### config.mk
export PLATFORM = sky130hd
export DESIGN_NAME = img_job_sequencer
export DESIGN_NICKNAME = d
export VERILOG_FILES = /design/src/rtl/img_job_sequencer.sv
export SDC_FILE = /design/constraint.sdc
export NUM_CORES = 2
export LEC_CHECK = 0
export CELL_PAD_IN_SITES_DETAIL_PLACEMENT = 1
export CELL_PAD_IN_SITES_GLOBAL_PLACEMENT = 1
export CORE_MARGIN = 2
export CORE_UTILIZATION = 45
export DETAILED_ROUTE_END_ITERATION = 8
export PLACE_DENSITY = 0.74
export SLEW_MARGIN = 10
export SYNTH_ARGS = -nofsm -noshare
export SYNTH_HDL_FRONTEND = slang
export SYNTH_SLANG_ARGS = --single-unit
### constraint.sdc
create_clock -name clk_i -period 11.2 [get_ports clk_i]
set_input_delay 1.12 -clock clk_i [delete_from_list [all_inputs] [get_ports clk_i]]
set_output_delay 1.12 -clock clk_i [all_outputs]
set_load 0.02 [all_outputs]
### src/rtl/img_job_sequencer.sv
// rtl/img_job_sequencer.sv - queued job launcher with ID tagging and watchdog for the image core
//
// Purpose:
//   Buffers up to DEPTH image-job descriptors and launches them one at a time on the
//   core's start/idle/exit handshake. Each job produces exactly one completion record
//   (id, exit code, timeout flag). A watchdog retires jobs whose core never comes back.
//
// Ports:
//   clk_i, rst_i                    clock, asynchronous active-high reset
//   job_valid_i/job_ready_o         descriptor push handshake
//   job_id_i, job_desc_i            job tag and 8 packed descriptor fields (src_width at LSBs)
//   tmo_cycles_i                    watchdog limit, 0 disables
//   src_*_o, dst_*_o                descriptor fields presented to the core
//   start_o, idle_i, exit_i         core launch pulse, core idle, core exit code
//   done_valid_o/done_ready_i       completion record handshake
//   done_id_o, done_exit_o, done_tmo_o  completion record contents
//   pending_o, busy_o               FIFO occupancy, sequencer not idle
module img_job_sequencer #(
  parameter int DATA_W = 32,
  parameter int DEPTH  = 4,
  parameter int ID_W   = 4,
  parameter int TMO_W  = 32
) (
  input  logic                       clk_i,
  input  logic                       rst_i,
  input  logic                       job_valid_i,
  output logic                       job_ready_o,
  input  logic [ID_W-1:0]            job_id_i,
  input  logic [8*DATA_W-1:0]        job_desc_i,
  input  logic [TMO_W-1:0]           tmo_cycles_i,
  output logic [DATA_W-1:0]          src_width_o,
  output logic [DATA_W-1:0]          src_height_o,
  output logic [DATA_W-1:0]          src_offset_addr_o,
  output logic [DATA_W-1:0]          src_image_size_o,
  output logic [DATA_W-1:0]          dst_width_o,
  output logic [DATA_W-1:0]          dst_height_o,
  output logic [DATA_W-1:0]          dst_offset_addr_o,
  output logic [DATA_W-1:0]          dst_image_size_o,
  output logic                       start_o,
  input  logic                       idle_i,
  input  logic [DATA_W-1:0]          exit_i,
  output logic                       done_valid_o,
  input  logic                       done_ready_i,
  output logic [ID_W-1:0]            done_id_o,
  output logic [DATA_W-1:0]          done_exit_o,
  output logic                       done_tmo_o,
  output logic [$clog2(DEPTH+1)-1:0] pending_o,
  output logic                       busy_o
);

  localparam int PTR_W = $clog2(DEPTH);
  localparam int CNT_W = $clog2(DEPTH + 1);

  localparam logic [2:0] S_IDLE     = 3'd0;
  localparam logic [2:0] S_LAUNCH   = 3'd1;
  localparam logic [2:0] S_WAIT_ACK = 3'd2;
  localparam logic [2:0] S_RUN      = 3'd3;
  localparam logic [2:0] S_RETIRE   = 3'd4;

  logic [8*DATA_W-1:0] r_desc_mem [DEPTH];
  logic [ID_W-1:0]     r_id_mem   [DEPTH];
  logic [PTR_W-1:0]    r_wr_ptr;
  logic [PTR_W-1:0]    r_rd_ptr;
  logic [CNT_W-1:0]    r_count;
  logic [2:0]          r_state;
  logic [TMO_W-1:0]    r_wd;
  logic [8*DATA_W-1:0] r_desc;
  logic [ID_W-1:0]     r_id;
  logic [DATA_W-1:0]   r_exit;
  logic                r_tmo;

  logic w_full;
  logic w_push;
  logic w_pop;
  logic w_wd_expired;

  // Ready comes from registered occupancy only, so a pop in the same cycle never
  // opens a slot early. It is also held low while reset is asserted.
  assign w_full       = (r_count == CNT_W'(DEPTH));
  assign job_ready_o  = !rst_i && !w_full;
  assign w_push       = job_valid_i && job_ready_o;
  // Launch only into an idle core; after a watchdog retire this stalls the queue
  // until the hung core recovers instead of double-starting it.
  assign w_pop        = (r_state == S_IDLE) && (r_count != '0) && idle_i;
  assign w_wd_expired = (tmo_cycles_i != '0) && (r_wd == tmo_cycles_i - TMO_W'(1));

  // Descriptor storage carries no reset: entries are only read after being written.
  always_ff @(posedge clk_i) begin
    if (w_push) begin
      r_desc_mem[r_wr_ptr] <= job_desc_i;
      r_id_mem[r_wr_ptr]   <= job_id_i;
    end
  end

  always_ff @(posedge clk_i or posedge rst_i) begin
    if (rst_i) begin
      r_wr_ptr <= '0;
      r_rd_ptr <= '0;
      r_count  <= '0;
      r_state  <= S_IDLE;
      r_wd     <= '0;
      r_desc   <= '0;
      r_id     <= '0;
      r_exit   <= '0;
      r_tmo    <= 1'b0;
    end else begin
      if (w_push) r_wr_ptr <= r_wr_ptr + PTR_W'(1);
      if (w_pop)  r_rd_ptr <= r_rd_ptr + PTR_W'(1);
      case ({w_push, w_pop})
        2'b10:   r_count <= r_count + CNT_W'(1);
        2'b01:   r_count <= r_count - CNT_W'(1);
        default: r_count <= r_count;
      endcase

      unique case (r_state)
        S_IDLE: begin
          if (w_pop) begin
            r_desc  <= r_desc_mem[r_rd_ptr];
            r_id    <= r_id_mem[r_rd_ptr];
            r_state <= S_LAUNCH;
          end
        end
        S_LAUNCH: begin
          r_wd    <= '0;
          r_state <= S_WAIT_ACK;
        end
        S_WAIT_ACK: begin
          r_wd <= r_wd + TMO_W'(1);
          if (w_wd_expired) begin
            r_exit  <= '1;
            r_tmo   <= 1'b1;
            r_state <= S_RETIRE;
          end else if (!idle_i) begin
            r_state <= S_RUN;
          end
        end
        S_RUN: begin
          r_wd <= r_wd + TMO_W'(1);
          // A completion landing in the expiry cycle beats the watchdog.
          if (idle_i) begin
            r_exit  <= exit_i;
            r_tmo   <= 1'b0;
            r_state <= S_RETIRE;
          end else if (w_wd_expired) begin
            r_exit  <= '1;
            r_tmo   <= 1'b1;
            r_state <= S_RETIRE;
          end
        end
        S_RETIRE: begin
          if (done_ready_i) r_state <= S_IDLE;
        end
        default: r_state <= S_IDLE;
      endcase
    end
  end

  assign src_width_o       = r_desc[0*DATA_W +: DATA_W];
  assign src_height_o      = r_desc[1*DATA_W +: DATA_W];
  assign src_offset_addr_o = r_desc[2*DATA_W +: DATA_W];
  assign src_image_size_o  = r_desc[3*DATA_W +: DATA_W];
  assign dst_width_o       = r_desc[4*DATA_W +: DATA_W];
  assign dst_height_o      = r_desc[5*DATA_W +: DATA_W];
  assign dst_offset_addr_o = r_desc[6*DATA_W +: DATA_W];
  assign dst_image_size_o  = r_desc[7*DATA_W +: DATA_W];

  assign start_o      = (r_state == S_LAUNCH);
  assign done_valid_o = (r_state == S_RETIRE);
  assign busy_o       = (r_state != S_IDLE);
  assign done_id_o    = r_id;
  assign done_exit_o  = r_exit;
  assign done_tmo_o   = r_tmo;
  assign pending_o    = r_count;

endmodule

# Yosys cells after proc, flatten, opt, wreduce, memory -nomap -nowiden
# Memory sizes are Yosys's and may differ from the RTL's. A register that Yosys moved wholly into a read port is not among the register bits.
# Cells that the tools add are included.
# Widths: inputs -> output; s select.
dict set report totals {
  register_bits 75
  mem_bits_rw 1040
  inputBits 329
  out_inout_bits 300
  mem_count 2
}
dict set report op_classes {
  n_addsub 6
  eq_ne 12
  mux 17
  n_reduce_logical 17
}
# name depth width rd rd_clocked_by_memory_dff wr line_no
set mem_list {}
lappend mem_list {r_desc_mem 4 256 1 1 1 60} ;# logic [8*DATA_W-1:0] r_desc_mem [DEPTH];
lappend mem_list {r_id_mem 4 4 1 1 1 61} ;# logic [ID_W-1:0] r_id_mem [DEPTH];
# cell count
set op_table {}
lappend op_table {{$pmux 32 s2} 2}
lappend op_table {{$mux 32} 2}
lappend op_table {{$add 32x1->32 const B} 1}
lappend op_table {{$eq 32x32->1} 1}
lappend op_table {{$reduce_bool 32->1} 1}
lappend op_table {{$sub 32x1->32 const B} 1}
lappend op_table {{$mux 3} 6}
lappend op_table {{$pmux 3 s5} 1}
lappend op_table {{$eq 3x2->1 const B} 2}
lappend op_table {{$eq 3x3->1 const B} 2}
lappend op_table {{$ne 3x3->1 const B} 2}
lappend op_table {{$pmux 3 s2} 1}
lappend op_table {{$reduce_bool 2->1} 3}
lappend op_table {{$reduce_bool 3->1} 2}
lappend op_table {{$logic_and 1x1->1} 5}
lappend op_table {{$add 2x1->2 const B} 2}
lappend op_table {{$mux 1} 4}
lappend op_table {{$reduce_and 4->1} 1}
lappend op_table {{$add 3x1->3 const B} 1}
lappend op_table {{$eq 3x1->1 const B} 1}
lappend op_table {{$logic_not 3->1} 1}
lappend op_table {{$sub 3x1->3 const B} 1}
lappend op_table {{$eq 2x1->1 const B} 1}
lappend op_table {{$eq 2x2->1 const B} 1}
lappend op_table {{6 further kinds} 7}

# Logic depth before layout (Yosys ltp)
dict set report depth {
  depth_word 6
  mapped_depth 13
  ltp_nobuf 10
}

# Least setup slack after synthesis
# OpenSTA, ideal clock, no wires.
dict set report synth_timing {
  kind {input-to-reg}
  startpoint {input port rst_i}
  endpoint {memory r_desc_mem[0][0] (netlist bit) (enable)}
  arrival_time_ps 7741
  setup_slack_ps 2802
  cell_stages 2
  path_buffers 0
  cell_sequence {a31oi_1 -> and3_1}
}
dict set report synth_via {
  elab_chain_len 5
}
# item line_no
set synth_lines {}
lappend synth_lines {{start: declaration} 25} ;# input logic rst_i,
lappend synth_lines {{$logic_not 1->1 (no line)} -}
lappend synth_lines {{$logic_and 1x1->1} 80} ;# assign job_ready_o = !rst_i && !w_full;
lappend synth_lines {{$logic_and 1x1->1} 81} ;# assign w_push = job_valid_i && job_ready_o;
lappend synth_lines {{$mux 1} 89} ;# if (w_push) begin
lappend synth_lines {{$mux 1 (implied by the code)} 90} ;# r_desc_mem[r_wr_ptr] <= job_desc_i;
lappend synth_lines {{end: declaration} 60}
# Every way passes these cells.

# Worst setup path in the final report
dict set report layout_timing {
  startpoint {input port rst_i}
  endpoint {memory r_desc_mem[0][250] (netlist bit) (enable)}
}
# The elaborated chain is that of the path after synthesis.

==> results.sh <==
export IMPL_synth_edf_count=1040
export IMPL_async_flop_share=0.2436
export IMPL_dp_hpwl_mm=82.07
export IMPL_p_comb_frac=0.289
export IMPL_period_minus_slack_ns=4.404
export IMPL_wl_per_cell_um=24.96
export IMPL_required_ns=11.56
export IMPL_post_dp_cell_area_um2=59850
export IMPL_drcViolationCount=0
export IMPL_clockBufferDepth=3
export IMPL_synth_ff_type="edfxtp_1"
export IMPL_cap_violations=0
export IMPL_drive_above_1_share=0.1488
export IMPL_placed_cells=5047
export IMPL_io_buffers=628
export IMPL_worst_slack_ns=6.796
export IMPL_globalplace_congestion=0.8332
export IMPL_grt_pass1_wl_mm=199.6
export IMPL_instances_no_fill=5335
export IMPL_syn_area_um2=51850
export IMPL_grt_antenna_before_repair=47
export IMPL_critPathKind="input port to register"
export IMPL_crit_path_start_kind="input port"
export IMPL_wirelength_mm=133.1
export IMPL_io_pins=629
export IMPL_post_route_period_util=0.3932
export IMPL_cts_max_level=4
export IMPL_hold_ws_ns=0.4702
export IMPL_viasPerCell=5.387
export IMPL_synthesis_nets=3356
export IMPL_area_delta_synth_final_pct=24.56
export IMPL_share_seq_of_total_power=0.423
export IMPL_grt_use_total=0.2273
export IMPL_rsz0062_at_grt="false"
export IMPL_setup_viol=0
export IMPL_core_area_um2=114300
export IMPL_synth_seq_cells=1375
export IMPL_slew_violations=0
export IMPL_peakVddDrop_mv=0.1990
export IMPL_cts_setup_buffers=0
export IMPL_p_int_uw=11230
export IMPL_grt_start_max_net_pins=141
export IMPL_nNetsFinal=4018
export IMPL_cts_resized_gates=0
export IMPL_fin_tns_setup_ns=0
export IMPL_yosysWarnings=0
export IMPL_die_area_um2=118000
export IMPL_synth_area_per_cell_um2=17.18
export IMPL_p_per_area_nw_per_um2=253.5
export IMPL_power_switching_uw=5146
export IMPL_worstPathArrival_ns=4.76
export IMPL_dieWidth_um=343.5
export IMPL_grt_ovfl_total=0
export IMPL_finalInstanceArea_um2=64590
export IMPL_slew_headroom=0.2560
export IMPL_synth_cell_types=63
export IMPL_numCtsBuffers=144
export IMPL_clock_skew_ns=0.03429
export IMPL_worstSkewPairLatency_ns=0.77
export IMPL_cts_num_sinks=1375
export IMPL_preCtsSetupSlack_ns=6.011
export IMPL_drtPass1Iterations=5
export IMPL_grt_pass1_vias=31650
export IMPL_cts_hold_buf=0
export IMPL_start_util=0.4535
export IMPL_vias=28740
export IMPL_fmax_mhz=227.1
export IMPL_power_frac_clock=0.287
export IMPL_end_kind="register"
export IMPL_clkSlewWorstSetupHoldPaths_ns=0.06
export IMPL_drtAntennaViolNets=0
export IMPL_synth_seq_area_share=0.7639
export IMPL_rows=124
export IMPL_holdCritPathClass="register to register"
export IMPL_worst_pin_slew_ns=1.112
export IMPL_hold_violations=0
export IMPL_swShare=0.3143
export IMPL_outcome="finished, final reports clean"
export IMPL_syn_inst=3019
export IMPL_fp_dieH_um=343.5
export IMPL_leakage_uw=0.02329
export IMPL_cts_tree="built"
export IMPL_drt_iter0_markers=1614
export IMPL_root_buffer="clkbuf_16"
export IMPL_worstPathMaxFanout=60
-- power by group through the flow --
stage	combinational [µW]	sequential [µW]	clock, µW
floorplan	2360	7470	0
global placement	4710	6990	0
detailed placement	4800	7040	0
CTS	4840	6950	4820
global route	5120	7030	5000
finish	4740	6930	4700
-- logic make-up (layout without fill, tap and decap cells) --
| kind of cell | count (synthesis) | in the layout | share of synthesized area |
|---|---|---|---|
| flops | 1375 | 1375 | 0.7639 |
| xor+xnor | 44 | 44 | 0.007432 |
| simple gates | 990 | 990 | 0.07794 |
| other cells | 0 | 18 | 0 |
| buf+inv | 164 | 950 | 0.01243 |
| fa+ha+maj | 8 | 8 | 0.002075 |
| compound gates | 171 | 171 | 0.02186 |
| mux | 267 | 267 | 0.1143 |
-- sequential cells by signal, summed over array words and instances, names as in the netlist --
register / cells
r_desc_mem: 1024
r_desc: 256
done_exit_o: 32
r_wd: 32
r_id_mem: 16
done_id_o: 4
pending_o: 3
r_state: 3
r_rd_ptr: 2
r_wr_ptr: 2
done_tmo_o: 1
-- per-stage QoR --
step	power, µW	utilization
final	16380	0.5649
after global routing	17150	0.5648
after CTS	16620	0.5645
after detailed placement	11840	0.5235
after global placement	11700	0.5235
after floorplan	9833	-
-- layout make-up --
cell class	instances	area, µm²
Tap cell	1512	1892
Antenna cell	18	45.04
Timing Repair Buffer	662	6616
Fill cell	10510	49760
Clock buffer	192	3894
Inverter	18	82.58
Multi-Input combinational cell	1480	11640
Sequential cell	1375	39620
Clock inverter	78	794.5
-- synth_stat cells, types with 18 or more instances --
cell type  instances  share of area
o22ai_1           35         0.0042
a21oi_1           20         0.0019
inv_1             18         0.0013
mux4_2           260           0.11
nand4_1           20         0.0024
o21ai_0           45         0.0043
nor2_1            52         0.0038
nand3_1           21         0.0020
buf_1             33         0.0024
a21oi_2           29         0.0049
dfrtp_1          335           0.16
xor2_1            19         0.0032
edfxtp_1        1040           0.60
nand2_1          820          0.059
xnor2_1           25         0.0042
clkbuf_1         107         0.0077
-- cells in the final DEF, fill, tap and decap left out, types with 20 or more instances in the layout --
cell type        count
o22ai_1             35
buf_4               28
dfrtp_1            333
nor2_1              51
a21oi_1             20
clkbuf_16          144
clkinv_2            27
edfxtp_1          1040
o21ai_0             45
xnor2_1             25
nand4_1             20
clkdlybuf4s50_1    628
clkbuf_1            37
mux4_2             260
nand2_1            820
a21oi_2             29
-- final timing paths --
kind                                    from                 end  slack [ns]  cells after the start
worst max-delay path                   rst_i  r_desc_mem[0][250]        6.80                      5
worst min register to register   r_desc[155]         r_desc[155]        0.47                      2
max in group asynchronous              rst_i          r_desc[54]        7.99                      4
min in group asynchronous              rst_i        pending_o[1]        0.98                      2
worst max register to register  pending_o[1]  r_desc_mem[0][250]        7.26                      5
worst min-delay path             r_desc[155]         r_desc[155]        0.47                      2
-- critical path, cell delays in order --
cell and delay [ns]:
clkdlybuf4s50_1 0.55, a31oi_1 0.44, and3_4 0.85, buf_4 0.83
buf_4 0.77
-- per-layer routing --
| metal | share of wire | global-route usage |
|---|---|---|
| met5 | 0.0025 | 0 |
| met1 | 0.40 | 0.2843 |
| met4 | 0.032 | 0.08916 |
| met2 | 0.50 | 0.3759 |
| met3 | 0.071 | 0.06548 |
Note: power is estimated with default switching activity, not from simulation.
